===== src/rtl/prcoder_rr.sv =====
// prcoder_rr: sequential priority encoder with a pending register, fixed-priority or
// round-robin arbitration, and a registered valid/ready code output.
module prcoder_rr #(
  parameter int N = 8,
  localparam int W = $clog2(N)
) (
  input  logic         clk,
  input  logic         rst_n,
  input  logic [N-1:0] i_req,
  input  logic         i_mode,
  input  logic         i_flush,
  input  logic         i_ready,
  output logic         o_valid,
  output logic [W-1:0] o_code,
  output logic [N-1:0] o_grant,
  output logic         o_busy
);
  logic [N-1:0] r_pending, r_grant;
  logic [W-1:0] r_code, r_ptr;
  logic         r_valid;
  logic         w_load, w_hit;
  logic [N-1:0] w_below, w_masked, w_clr;
  logic [W-1:0] w_win_all, w_win_low, w_win;
  always_comb begin
    for (int i = 0; i < N; i++) w_below[i] = W'(i) < r_ptr;
  end
  assign w_masked = r_pending & w_below;
  always_comb begin
    w_win_all = '0;
    w_win_low = '0;
    for (int i = 0; i < N; i++) begin
      if (r_pending[i]) w_win_all = W'(i);
      if (w_masked[i]) w_win_low = W'(i);
    end
  end
  // Round-robin: highest index below the last grant first, then wrap to the top.
  assign w_win  = (i_mode && |w_masked) ? w_win_low : w_win_all;
  assign w_load = !r_valid || i_ready;
  assign w_hit  = w_load && |r_pending;
  assign w_clr  = w_hit ? N'(1) << w_win : '0;
  always_ff @(posedge clk or negedge rst_n) begin
    if (!rst_n) begin
      r_pending <= '0;
      r_grant   <= '0;
      r_code    <= '0;
      r_ptr     <= '0;
      r_valid   <= 1'b0;
    end else if (i_flush) begin
      r_pending <= '0;
      r_grant   <= '0;
      r_valid   <= 1'b0;
    end else begin
      r_pending <= (r_pending & ~w_clr) | i_req;
      if (w_load) begin
        r_valid <= |r_pending;
        r_grant <= w_clr;
      end
      if (w_hit) r_code <= w_win;
      if (w_hit && i_mode) r_ptr <= w_win;
    end
  end
  assign o_valid = r_valid;
  assign o_code  = r_code;
  assign o_grant = r_grant;
  assign o_busy  = |r_pending | r_valid;
endmodule

===== config.mk =====
export PLATFORM = sky130hd
export DESIGN_NAME = prcoder_rr
export DESIGN_NICKNAME = d
export VERILOG_FILES = /design/src/rtl/prcoder_rr.sv
export SDC_FILE = /design/constraint.sdc
export NUM_CORES = 1
export LEC_CHECK = 0
export BUFFER_PORTS_ARGS = -buffer_cell sky130_fd_sc_hd__buf_2
export CORE_ASPECT_RATIO = 0.6
export CORE_MARGIN = 5
export CORE_UTILIZATION = 50
export DETAILED_ROUTE_END_ITERATION = 7
export PLACE_DENSITY_LB_ADDON = 0.25
export SETUP_SLACK_MARGIN = 0.15
export SKIP_LAST_GASP = 1
export SLEW_MARGIN = 20
export SYNTH_ARGS = -nofsm -noshare
export SYNTH_HDL_FRONTEND = slang
export SYNTH_SLANG_ARGS = --single-unit

===== constraint.sdc =====
create_clock -name clk -period 2 [get_ports clk]
set_input_delay 0.2 -clock clk [delete_from_list [all_inputs] [get_ports clk]]
set_output_delay 0.2 -clock clk [all_outputs]
set_load 0.01 [all_outputs]

# Word level (Yosys, flattened, before mapping)
# Cells that the tools add are included.
# W data, S select, Z words.
totals:
  reg_bits: 23
  inputBits: 13
  output_inout_bits: 13
  wordCells: 51
op_classes:
  n_lt_le_gt_ge: 8
  shifts: 1
  mux: 21
  bitwise_logic: 6
  reduce_logical: 10
op_table:
  columns: ["operator", "count"]
  rows:
  - ["$mux W3", 13]
  - ["$mux W8", 4]
  - ["$and A8 B8 Y8", 2]
  - ["$reduce_or A8 Y1", 2]
  - ["$lt A3 B3 Y1 const A", 4]
  - ["$not A8 Y8", 1]
  - ["$or A8 B8 Y8", 1]
  - ["$shl A1 B3 Y8 const A", 1]
  - ["$lt A1 B3 Y1 const A", 2]
  - ["$lt A2 B3 Y1 const A", 2]
  - ["$mux W1", 4]
  - ["$reduce_and A2 Y1", 2]
  - ["$logic_and A1 B1 Y1", 3]
  - ["$reduce_bool A2 Y1", 1]
  - ["$logic_not A1 Y1", 1]
  - ["$logic_or A1 B1 Y1", 1]
  - ["$not A1 Y1", 1]
  - ["$or A1 B1 Y1", 1]

# Logic depth before layout (Yosys ltp)
# Gate-level depths: netlist (run 1).
logic_depth:
  word_depth: 16
  mapped_depth: 8
  ltp_nobuf: 6

# Worst setup path before layout (run 1)
# OpenSTA, ideal clock, no wires.
synth_timing:
  kind: "register to register"
  start: "register r_pending[4]"
  end: "register r_ptr[0]"
  setup_ps: 125
  t_arrival_ps: 1694
  required_ps: 1875
  path_slack_ps: 182
  stages_incl_launch_ff: 6
  path_buffers: 0
  synth_period_minus_slack_ps: 1818
  path_cell_list: "dfrtp_1 nor4_1 nor4b_2 nor3_2 nand2_1 mux2_2"
synth_via:
  elab_chain_cells: 6
  elab_cells_between_ends: 16
  classes_between: "9 x mux; 1 x bitwise; 6 x reduce/logical"
synth_rtl:
  columns: ["element", "line", "text"]
  rows:
  - ["from (decl)", "18", "logic [N-1:0] r_pending, r_grant;"]
  - ["from (signal assigned)", "53", "r_pending <= (r_pending & ~w_clr) | i_req;"]
  - ["$and A8 B8 Y8", "27", "assign w_masked = r_pending & w_below;"]
  - ["$mux W3 (4 in series)", "33", "if (w_masked[i]) w_win_low = W'(i);"]
  - ["$mux W3", "37", "assign w_win = (i_mode && |w_masked) ? w_win_low : w_win_all;"]
  - ["to (signal assigned)", "59", "if (w_hit && i_mode) r_ptr <= w_win;"]
  - ["to (decl)", "19", "logic [W-1:0] r_code, r_ptr;"]
# Several ways; a longest one is shown, not always the timed one.
# A chain may end at the register's enable or synchronous reset.

# Worst setup path in the final report (run 1)
layout_timing:
  start: "register r_pending[4]"
  end: "register r_grant[6], in the netlist o_grant[6]"
layout_via:
  elab_chain_cells: 10
  elab_cells_between_ends: 18
  classes_between: "1 x shift; 12 x mux; 1 x bitwise; 4 x reduce/logical"
layout_rtl:
  columns: ["element", "line", "text"]
  rows:
  - ["$and A8 B8 Y8", "27", null]
  - ["$mux W3 (4 in series)", "33", null]
  - ["$mux W3", "37", null]
  - ["$shl A1 B3 Y8", "40", "assign w_clr = w_hit ? N'(1) << w_win : '0;"]
  - ["$mux W8 *", "40", null]
  - ["$mux W8 *", "54", "if (w_load) begin"]
  - ["$mux W8 *", "48", "end else if (i_flush) begin"]
  - ["to (signal assigned)", "56", "r_grant <= w_clr;"]
  - ["to (decl)", "18", null]
# Mark *: on every way between the ends. The rest lies on a longest branch, timed or not. The select of a mux whose other input is x is not followed.

==> summary.md, run 1 <==
| Metric | Value |
|---|---|
| Period utilisation layout | between 90% and 100% |
| Post-synthesis cell count | around 130 |
| Worst Setup End Kind | flip-flop |
| Worst Tran Pin Value | approximately 500 ps |
| Top cells by area, synth | dfrtp_1 (45%), nor2_1 (6.1%), a22o_1 (5.4%) |
| Chip height | slightly below 50 µm |
| CTS H-Tree Depth | 1 |
| Fin util | 75.96% |
| Syn Area/Cell | 10.13 µm² |
| Fmax | between 500 and 600 MHz |
| Yosys top cell by area | dfrtp_1 |
| Count leader, synth | dfrtp_1 |
| Count of final setup violators | 0 |
| DRC | 1 |
| WP data required | around 2200 ps |
| Worst skew pair latency | between 200 and 300 ps |
| Placed wire-length estimate | between 2000 and 3000 µm |
| Antenna Cells | 0 |
| Share of cells above drive strength 1 | between 50% and 60% |
| Final Critical Period | between 1500 and 2000 ps |
| Syn_nets | 140 |
| Final Cell Area | around 0.0019 mm² |
| Antenna violations before repair | 0 |
| Yosys reg bits | 23 |
| Final nets | approximately 190 |
| CTS Buf Count | 3 |
| Starting Density | between 50% and 60% |
| Clk slew on worst S/H paths | ~80 ps |
| Ys flop type | dfrtp_1 |
| Die footprint | roughly 0.0037 mm² |
| CTS tree | done |
| Top-area cell type share of the netlist area | between 40% and 50% |
| Final ANT Viol Nets | 0 |
| Count of unique library cells instantiated by Yosys | 40 |
| Total grt overflow | 0 |
| Initial drt markers | 99 |
| DR vias/cell | 6.227 |
| Sequential area share after synthesis | 44.75% |
| CTS Buffer Depth | 2 |
| Synth async-reset ratio | 100.0% |
| Mapped Area | around 0.0013 mm² |
| Most instantiated cells after synthesis | dfrtp_1 (23), nor2_1 (21), a21oi_1 (8), a22o_1 (8), nand2_1 (8) |
| # rows | 14 |
| Startpoint Class | flip-flop |
| Clock Sinks | 23 |
| Critical Path Fanout Max | 5 |
| GP Congestion | about 0.82 |
| Routed length per placed instance | 19.73 µm |
| Number of synthesized flops with an enable pin | 0 |
| Design Power | approximately 0.0024 W |
| Failing checks | DRC |
| Vias in the first global route | around 1.2k |
| Die Width | between 70 and 80 µm |
| Max-Cap Viols | 0 |
| Status | finished, violations left |
| I/O Pins | 26 |
| Gr usage total | 20.61% |
| HP Class | in -> reg |
| Slew Limit Fails | 0 |
| Pwr dens | between 1000 and 1500 mW/mm² |
| Root Driver | clkbuf_8 |
| RSZ-0062 raised after global routing | true |
| IR drop worst, VDD | approximately 0.84 mV |
| First-pass GRT wire length | 5796 µm |
| Core area | roughly 0.0025 mm² |
| WS Path Type | reg -> reg |
| Routed via count | between 1k and 1.5k |
| Synth warnings | 0 |
| Cell Area, Placed | 0.001516 mm² |
| PortBufs | 25 |
| Synth-to-layout area growth | 46.89% |
| Layout Skew | approximately 2.7 ps |
| Final WL | 4085 µm |
| Max_slew headroom | between 60% and 70% |
| Pleak | 0.8255 nW |
| Hold Violations, Final | 0 |
| DRT Pass-1 Iters | 6 |
| Data arrival time of the worst path | ~2200 ps |
| Pin count of the biggest net entering global routing | 24 |
[registers in the layout, indices dropped and copies added, names as in the netlist]
signal,count
o_grant,8
r_pending,8
o_code,3
r_ptr,3
o_valid,1
[worst max-delay path, cell delays in order (launching register included)]
cell	delay, ps
dfrtp_1	430
buf_4	180
nor2_1	230
o22ai_4	140
a21o_1	210
buf_4	150
a32o_2	300
a22o_1	250
[per-stage QoR]
step                setup WS (ps)  hold slack, ps  cells  TNS [ps]
floorplan                   181.6          -95.59    127         0
global placement            25.57           188.7    192         0
detailed placement         -18.88           199.0    192    -72.47
CTS                         148.1           200.5    203         0
global route               -44.53           213.6    207    -248.1
finish                      5.428           201.2    207         0
[layout make-up]
type | count | area, µm²
Multi-Input combinational cell | 97 | 895.9
Clock buffer | 3 | 41.29
Tap cell | 32 | 40.04
Sequential cell | 23 | 580.6
Clock inverter | 1 | 5.005
Timing Repair Buffer | 49 | 319.1
Fill cell | 159 | 598.1
Inverter | 2 | 7.507
[layer usage]
metal | global-route usage, % | wire, µm | vias to the layer above
met5 | 0 | 0 | -
met4 | 4.070 | 121 | 0
met3 | 5.761 | 337 | 16
met2 | 28.94 | 1868 | 76
met1 | 31.30 | 1757 | 616
li1 | - | - | 581
[placed cells by master, fill, tap and decap left out, types with 2 or more instances in the layout]
cell	count
a211oi_2	4
buf_6	3
buf_2	25
buf_4	20
nor2_2	4
inv_1	2
a211oi_4	2
a32o_2	2
nand2_2	4
a31oi_1	2
o31ai_4	2
o21ai_2	3
a21oi_1	3
a22o_1	8
dfrtp_2	4
nand2_1	4
o32ai_4	2
dfrtp_1	19
mux2_2	4
nor2_1	17
nand2b_1	2
a211oi_1	4
clkbuf_8	3
nor3_2	2
a21oi_2	4
a21o_1	2
nor2b_1	2
[cell families (layout without fill, tap and decap cells)]
family	count (synthesis)	in the layout	share of synthesized area [%]
muxes	4	4	3.502
and+or+nand+nor	45	45	18.00
AOI/OAI and AO/OA	48	48	30.64
DFF	23	23	44.75
buffers and inverters	7	55	3.112
[report_power, final]
group / switching (W) / internal (W)
registers: 0.000131 / 0.000574
logic: 0.000750 / 0.000627
clock network: 0.000149 / 0.000139
total: 0.00103 / 0.00134
[repair_timing]
action | CTS | global route
setup endpoints to repair | 21 | 21
endpoints found under the hold margin | 23 | 0
setup buffers | 6 | 4
hold buffers | 1 | 0
pin swaps | 7 | 12
resized for setup | 19 | 33
[path summary, 6_finish.rpt]
kind	cells past startpoint	slack, ps	start	endpoint
worst max register to register	7	5	r_pending[4]	o_grant[6]
worst min-delay path	3	200	i_req[2]	r_pending[2]
max in group asynchronous	2	1210	rst_n	r_ptr[1]
min in group asynchronous	2	430	rst_n	o_grant[6]
worst min register to register	1	500	o_grant[5]	o_grant[5]
worst max-delay path	7	5	r_pending[4]	o_grant[6]
Power figures use the tool's default switching activity.
==> run 2: changes to the inputs <==
--- a/config.mk
+++ b/config.mk
@@ -6,8 +6,10 @@
 export NUM_CORES = 1
 export LEC_CHECK = 0
+export ABC_AREA = 1
 export BUFFER_PORTS_ARGS = -buffer_cell sky130_fd_sc_hd__buf_2
 export CORE_ASPECT_RATIO = 0.6
 export CORE_MARGIN = 5
 export CORE_UTILIZATION = 50
+export CTS_CLUSTER_DIAMETER = 120
 export DETAILED_ROUTE_END_ITERATION = 7
 export PLACE_DENSITY_LB_ADDON = 0.25
==> constraint.sdc (replaced) <==
create_clock -name clk -period 2 [get_ports clk]
set_input_delay 0.4 -clock clk [delete_from_list [all_inputs] [get_ports clk]]
set_output_delay 0.4 -clock clk [all_outputs]
set_load 0.01 [all_outputs]
==> summary.md, run 2 <==
| Metric | Value |
|---|---|
| Antenna Cells | 0 (unchanged) |
| CP startpoint | r_ptr[0] |
| DRC | 0 (-1) |
| # rows | 14 (unchanged) |
| Sequential area share after synthesis | 44.19% (-0.56 points) |
| CTS H-Tree Depth | 1 (unchanged) |
| CTS Buffer Depth | 2 (unchanged) |
| Share of cells above drive strength 1 | 32.65% (-26 points) |
| Reg2Reg Depth | 12 (+5) |
| Buffers plus inverters on the worst setup path | 1 (-1) |
| Count leader, synth | nand2_1 |
| Post-synthesis adder-cell area fraction | 0% (unchanged) |
| Critical path's largest stage delay | 450 ps (+20 ps) |
| Vias in the first global route | 1,187 (+0.76%) |
| Chip height | 49.54 µm (+0.51%) |
| Startpoint Class | flip-flop |
| Routed length per placed instance | 14.50 µm (-27%) |
| Mapped Area | 0.001302 mm² (+1.3%) |
| PortBufs | 25 (unchanged) |
| Fill cells | 207 (+30%) |
| Root Driver | clkbuf_8 |
| Gr usage total | 19.25% (-1.4 points) |
| Largest family of logic cells by synthesized area | simple AND/OR/NAND/NOR gates |
| Syn_nets | 178 (+27%) |
| WP data required | 2140 ps (-20 ps) |
| Worst r2r src | r_ptr[0] |
| Syn Area/Cell | 7.894 µm² (-22%) |
| Worst Tran Pin Value | 541.0 ps (+30.54 ps) |
| Die Width | 75.89 µm (+0.54%) |
| Most instantiated cells after synthesis | nand2_1 (37), dfrtp_1 (23), inv_1 (20) |
| Worst skew pair latency | 270 ps (about the same) |
| Crit-path slowest cell | dfrtp_2 |
| R2R Path End | r_pending[2] |
| Count of unique library cells instantiated by Yosys | 23 (-43%) |
| RSZ-0062 raised after global routing | true |
| Compound-Gate Fraction of Synth Area | 13.06% (-18 points) |
| Post-synthesis cell count | 165 (+30%) |
| Pin count of the biggest net entering global routing | 24 (unchanged) |
| Yosys reg bits | 23 (unchanged) |
| Core area | 0.002505 mm² (+0.70%) |
| Clk slew on worst S/H paths | 90 ps (about the same) |
| CTS Hold Bufs | 0 (-1) |
| Synth async-reset ratio | 100.0% (unchanged) |
| Post-synthesis xor/xnor area fraction | 0% (unchanged) |
| Cell Chain, Critical Path | inv_2 > nand2_1 > nand2_1 > nand2_2 > nor2_4 > nand2_4 > nand2_8 > nand2_1 > nand2_2 > nand4_1 > nand2_1 > a21oi_1 |
| Final Critical Period | 1767 ps (-227.5 ps) |
| Max-Cap Viols | 0 (unchanged) |
| Hold Violations, Final | 0 (unchanged) |
| Pwr dens | 942.4 mW/mm² (-25%) |
| Count of final setup violators | 0 (unchanged) |
| Data arrival time of the worst path | 1910 ps (-240 ps) |
| CTS tree | done |
| Number of synthesized flops with an enable pin | 0 (unchanged) |
| Placed wire-length estimate | 2513 µm (-0.79%) |
| Ys flop type | dfrtp_1 |
| Period utilisation layout | 88.35% (-11 points) |
| Slew Limit Fails | 0 (unchanged) |
| Crit path top cell by count | nand2_1 |
| Critical Path Fanout Max | 7 (+2) |
| Pre-CTS setup slack | 203.7 ps (+222.6 ps) |
| Top cells by area, synth | dfrtp_1 (44%), nand2_1 (11%), inv_1 (5.8%) |
| Top-area cell type share of the netlist area | 44.19% (-0.56 points) |
| GP Congestion | 0.9035 (+11%) |
| Final WL | 3305 µm (-19%) |
| IR drop worst, VDD | 0.4884 mV (-42%) |
| R2R setup slack | 230 ps (+230 ps) |
| Final worst slack | 232.9 ps (+227.5 ps) |
| Worst hold slack | 94.69 ps (-106.5 ps) |
| Clock Sinks | 23 (unchanged) |
| Layout Skew | 2.766 ps (+0.06728 ps) |
| I/O Pins | 26 (unchanged) |
| Worst Setup EP | r_pending[2] |
| Total grt overflow | 0 (unchanged) |
| WS Path Type | reg -> reg |
| Die footprint | 0.003759 mm² (+1.1%) |
| Worst Setup End Kind | flip-flop |
| First-pass GRT wire length | 5568 µm (-3.9%) |
| Antenna violations before repair | 0 (unchanged) |
| CP delay by family, top | simple AND/OR/NAND/NOR gates |
| Post-synthesis mux area share | 0% (-3.5 points) |
| DR vias/cell | 5.355 (-14%) |
| Starting Density | 52.00% (+0.29 points) |
| Synth warnings | 0 (unchanged) |
| Critical path depth | 12 (+5) |
| Pleak | 0.8125 nW (-1.6%) |
| Fmax | 565.9 MHz (+13%) |
| Final nets | 210 (+11%) |
| Final ANT Viol Nets | 0 (unchanged) |
| Simple-gate share of the synthesized area | 35.83% (+18 points) |
| Routed via count | 1,221 (-5.3%) |
| Fin Setup TNS | 0 ps (unchanged) |
| Most common cell after layout, fill and taps aside | nand2_1 |
| Synth-to-layout area growth | 21.81% |
| Yosys top cell by area | dfrtp_1 |
| Commonest cells after routing, fill and taps aside | nand2_1 (34), buf_2 (25), dfrtp_1 (20), inv_1 (19) |
| HP Class | in -> async |
| Max_slew headroom | 63.80% (-2.0 points) |
| DRT Pass-1 Iters | 4 (-2) |
| CTS Buf Count | 3 (unchanged) |
| Initial drt markers | 103 (+4.0%) |
| Status | complete, no violations |
[run 2: cell types whose count changed after synthesis, moves of 5 or more]
| cell | change |
|---|---|
| inv_1 | +18 |
| o21ai_0 | +6 |
| a211oi_1 | -6 |
| nand4_1 | +5 |
| nand3_1 | +13 |
| a22o_1 | -8 |
| o21ai_1 | +5 |
| nand2_1 | +29 |
| nor2_1 | -7 |
[run 2: stage by stage]
stage	total power, W	util (%)	instances	cell area (µm²)
global route	0.001607	63.34	228	1587
detailed placement	0.001123	58.29	220	1460
finish	0.001495	63.34	228	1587
floorplan	0.0009716	-	165	1303
CTS	0.001417	60.14	224	1506
global placement	0.001105	58.29	220	1460
[run 2: final cells by class]
type | count | area (µm²) | area share [%]
repair buffers | 29 | 155.1 | 9.779
multi-input cells | 118 | 683.2 | 43.06
clock buffers | 3 | 41.29 | 2.603
well taps | 32 | 40.04 | 2.524
clock inverters | 1 | 5.005 | 0.3155
flip-flops and latches | 23 | 579.3 | 36.51
inverters | 22 | 82.58 | 5.205
[run 2: timing repair]
item / 4_1_cts / 5_1_grt
gates resized for setup: 0 / 14
buffers inserted: 0 / 4
setup endpoints to repair: 0 / 18
[run 2: cells by family (layout without fill, tap and decap cells)]
logic type,after synthesis,count (layout)
DFF,23,23
and+or+nand+nor,89,89
buffers and inverters,24,55
AOI/OAI and AO/OA,29,29
[run 2: worst min-delay path by stage]
stage,from,end,slack (ps),cells past startpoint
final,rst_n,o_grant[5],90,1
after global routing,rst_n,o_grant[0],130,1
after CTS,rst_n,o_grant[3],110,1
after detailed placement,rst_n,o_grant[5],400,1
after global placement,rst_n,o_grant[5],390,1
after floorplan,rst_n,o_code[0],100,0
[run 2: metal layers]
layer  global-route usage, %  part of all wire, %  wire length, µm  up-vias
met1                   27.39                   47             1551      573
met5                       0                    0                0        -
met2                   30.26                   45             1494       38
met4                   2.616                 0.79               26        0
li1                        -                    -                -      604
met3                   4.665                  7.0              232        6
[run 2: report_power, final]
part | switching (W) | internal [W]
logic | 0.000383 | 0.000208
registers | 0.0000695 | 0.000536
clock network | 0.000159 | 0.000139
total | 0.000612 | 0.000883
==> run 3: changes to the inputs <==
PLACE_DENSITY = 0.79   (was default)
PLACE_DENSITY_LB_ADDON = default   (was 0.25)
==> summary.md, run 3 (synthesized netlist as in run 2, its figures left out) <==
| Metric | Value |
|---|---|
| Status | complete, no violations |
| Final Critical Period | 1757 ps (-10.04 ps) |
| Synth-to-layout area growth | 25.46% |
| Max_slew headroom | 60.37% (-3.4 points) |
| Fin Setup TNS | 0 ps (unchanged) |
| HP Class | in -> async |
| Clk slew on worst S/H paths | 80 ps (about the same) |
| Most common cell after layout, fill and taps aside | nand2_1 |
| Final WL | 3327 µm (+0.67%) |
| Placed wire-length estimate | 2459 µm (-2.2%) |
| Root Driver | clkbuf_8 |
| DRC | 0 (unchanged) |
| Total grt overflow | 0 (unchanged) |
| Pin count of the biggest net entering global routing | 24 (unchanged) |
| First-pass GRT wire length | 5126 µm (-7.9%) |
| Die footprint | 0.003759 mm² (unchanged) |
| Vias in the first global route | 1,086 (-8.5%) |
| Final nets | 215 (+2.4%) |
| Starting Density | 52.00% (unchanged) |
| CTS Buf Count | 3 (unchanged) |
| # rows | 14 (unchanged) |
| Critical Path Fanout Max | 7 (unchanged) |
| Fmax | 569.1 MHz (+0.57%) |
| Final ANT Viol Nets | 0 (unchanged) |
| Reg2Reg Depth | 12 (unchanged) |
| Chip height | 49.54 µm (unchanged) |
| Commonest cells after routing, fill and taps aside | nand2_1 (31), buf_2 (25), dfrtp_1 (19), inv_1 (17), nand3_1 (14) |
| Gr usage total | 17.92% (-1.3 points) |
| Post-Place Cells | 221 (+0.45%) |
| CTS H-Tree Depth | 1 (unchanged) |
| Startpoint Class | flip-flop |
| Slew Limit Fails | 0 (unchanged) |
| Share of cells above drive strength 1 | 38.31% (+5.7 points) |
| PortBufs | 25 (unchanged) |
| I/O Pins | 26 (unchanged) |
| GP Congestion | 0.9033 (about the same) |
| Layout Skew | 1.259 ps (-1.508 ps) |
| Core area | 0.002505 mm² (unchanged) |
| Routed via count | 1,211 (-0.82%) |
| Final cell count without fillers | 233 (+2.2%) |
| Data arrival time of the worst path | 1900 ps (about the same) |
| CTS tree | done |
| Hold Violations, Final | 0 (unchanged) |
| Pleak | 0.8324 nW (+2.5%) |
| Fill cells | 209 (+0.97%) |
| Antenna Cells | 0 (unchanged) |
| Worst r2r src | r_ptr[2] |
| WP data required | 2150 ps (about the same) |
| WS Path Type | reg -> reg |
| R2R Path End | r_pending[1] |
| Clock Sinks | 23 (unchanged) |
| Antenna violations before repair | 0 (unchanged) |
| Die Width | 75.89 µm (unchanged) |
| DR vias/cell | 5.197 (-2.9%) |
| RSZ-0062 raised after global routing | false |
| Routed length per placed instance | 14.28 µm (-1.5%) |
| Worst skew pair latency | 260 ps (about the same) |
| Period utilisation layout | 87.85% (-0.50 points) |
| Max-Cap Viols | 0 (unchanged) |
| CTS Hold Bufs | 0 (unchanged) |
| Pwr dens | 939.5 mW/mm² (-0.31%) |
| IR drop worst, VDD | 0.4912 mV (+0.56%) |
| Worst Setup End Kind | flip-flop |
| Count of final setup violators | 0 (unchanged) |
| R2R setup slack | 240 ps (about the same) |
| Initial drt markers | 57 (-45%) |
| DRT Pass-1 Iters | 4 (unchanged) |
| CTS Buffer Depth | 2 (unchanged) |
| Worst Tran Pin Value | 592.3 ps (+51.30 ps) |
-- run 3: cell types whose count changed in the layout (fill, tap and decap cells not counted), moves of 2 or more --
cell     delta
buf_4       +5
nor2_2      +2
nand2_1     -3
inv_1       -2
nor2_1      -3
nand2_2     +4
-- run 3: worst max path at each step --
stage / from / end
after floorplan: r_ptr[0] / r_pending[5]
after global placement: r_ptr[2] / r_pending[5]
after detailed placement: r_ptr[2] / r_pending[6]
after CTS: r_ptr[2] / r_pending[6]
after global routing: r_ptr[2] / r_pending[3]
final: r_ptr[2] / r_pending[1]
-- run 3: layout make-up --
cell class | count | area [µm²] | share of cell area, %
Tap cell | 32 | 40.04 | 2.450
Sequential cell | 23 | 580.6 | 35.53
Timing Repair Buffer | 34 | 192.7 | 11.79
Clock buffer | 4 | 45.04 | 2.757
Multi-Input combinational cell | 118 | 690.7 | 42.27
Inverter | 22 | 85.08 | 5.207
-- run 3: timing repair --
| action | 4_1_cts | 5_1_grt |
|---|---|---|
| setup endpoints to repair | 0 | 11 |
| setup buffers | 0 | 8 |
| resized for setup | 0 | 23 |
| hold endpoints to repair | 0 | 0 |
-- run 3: worst max-delay path: stages, from the launching register on --
cell     delay [ps]
dfrtp_2         470
inv_2            80
nand2_1          60
nand2_2          70
nand2_2          90
nor2_4          130
nand2_4          90
nand2_8         110
nand2_1          70
nand2_2         130
nand4_1         150
nand2_1         110
a21oi_1          60
-- run 3: through the flow --
step	setup WS [ps]	power [W]	instance area (µm²)	util, %	hold slack [ps]
after floorplan	431.4	0.0009716	1303	-	104.4
after global placement	281.6	0.001104	1468	58.59	390.1
after detailed placement	226.8	0.001123	1468	58.59	401.8
after CTS	209.9	0.001409	1513	60.39	111.1
after global routing	131.1	0.001639	1634	65.23	136.4
final	243.0	0.001535	1634	65.23	98.52
-- run 3: report_power, final --
part	total, W	internal [W]	switching [W]
Combinational	0.000637	0.000243	0.000394
Sequential	0.000613	0.000537	0.0000760
Clock	0.000285	0.000142	0.000143
Total	0.00154	0.000922	0.000613
-- run 3: layer usage --
| layer | part of all wire, % | wire [µm] | GRT usage, % |
|---|---|---|---|
| met5 | 0 | 0 | 0 |
| met4 | 0.45 | 15 | 3.779 |
| met3 | 8.6 | 287 | 4.260 |
| met2 | 44 | 1472 | 25.71 |
| met1 | 47 | 1551 | 27.13 |
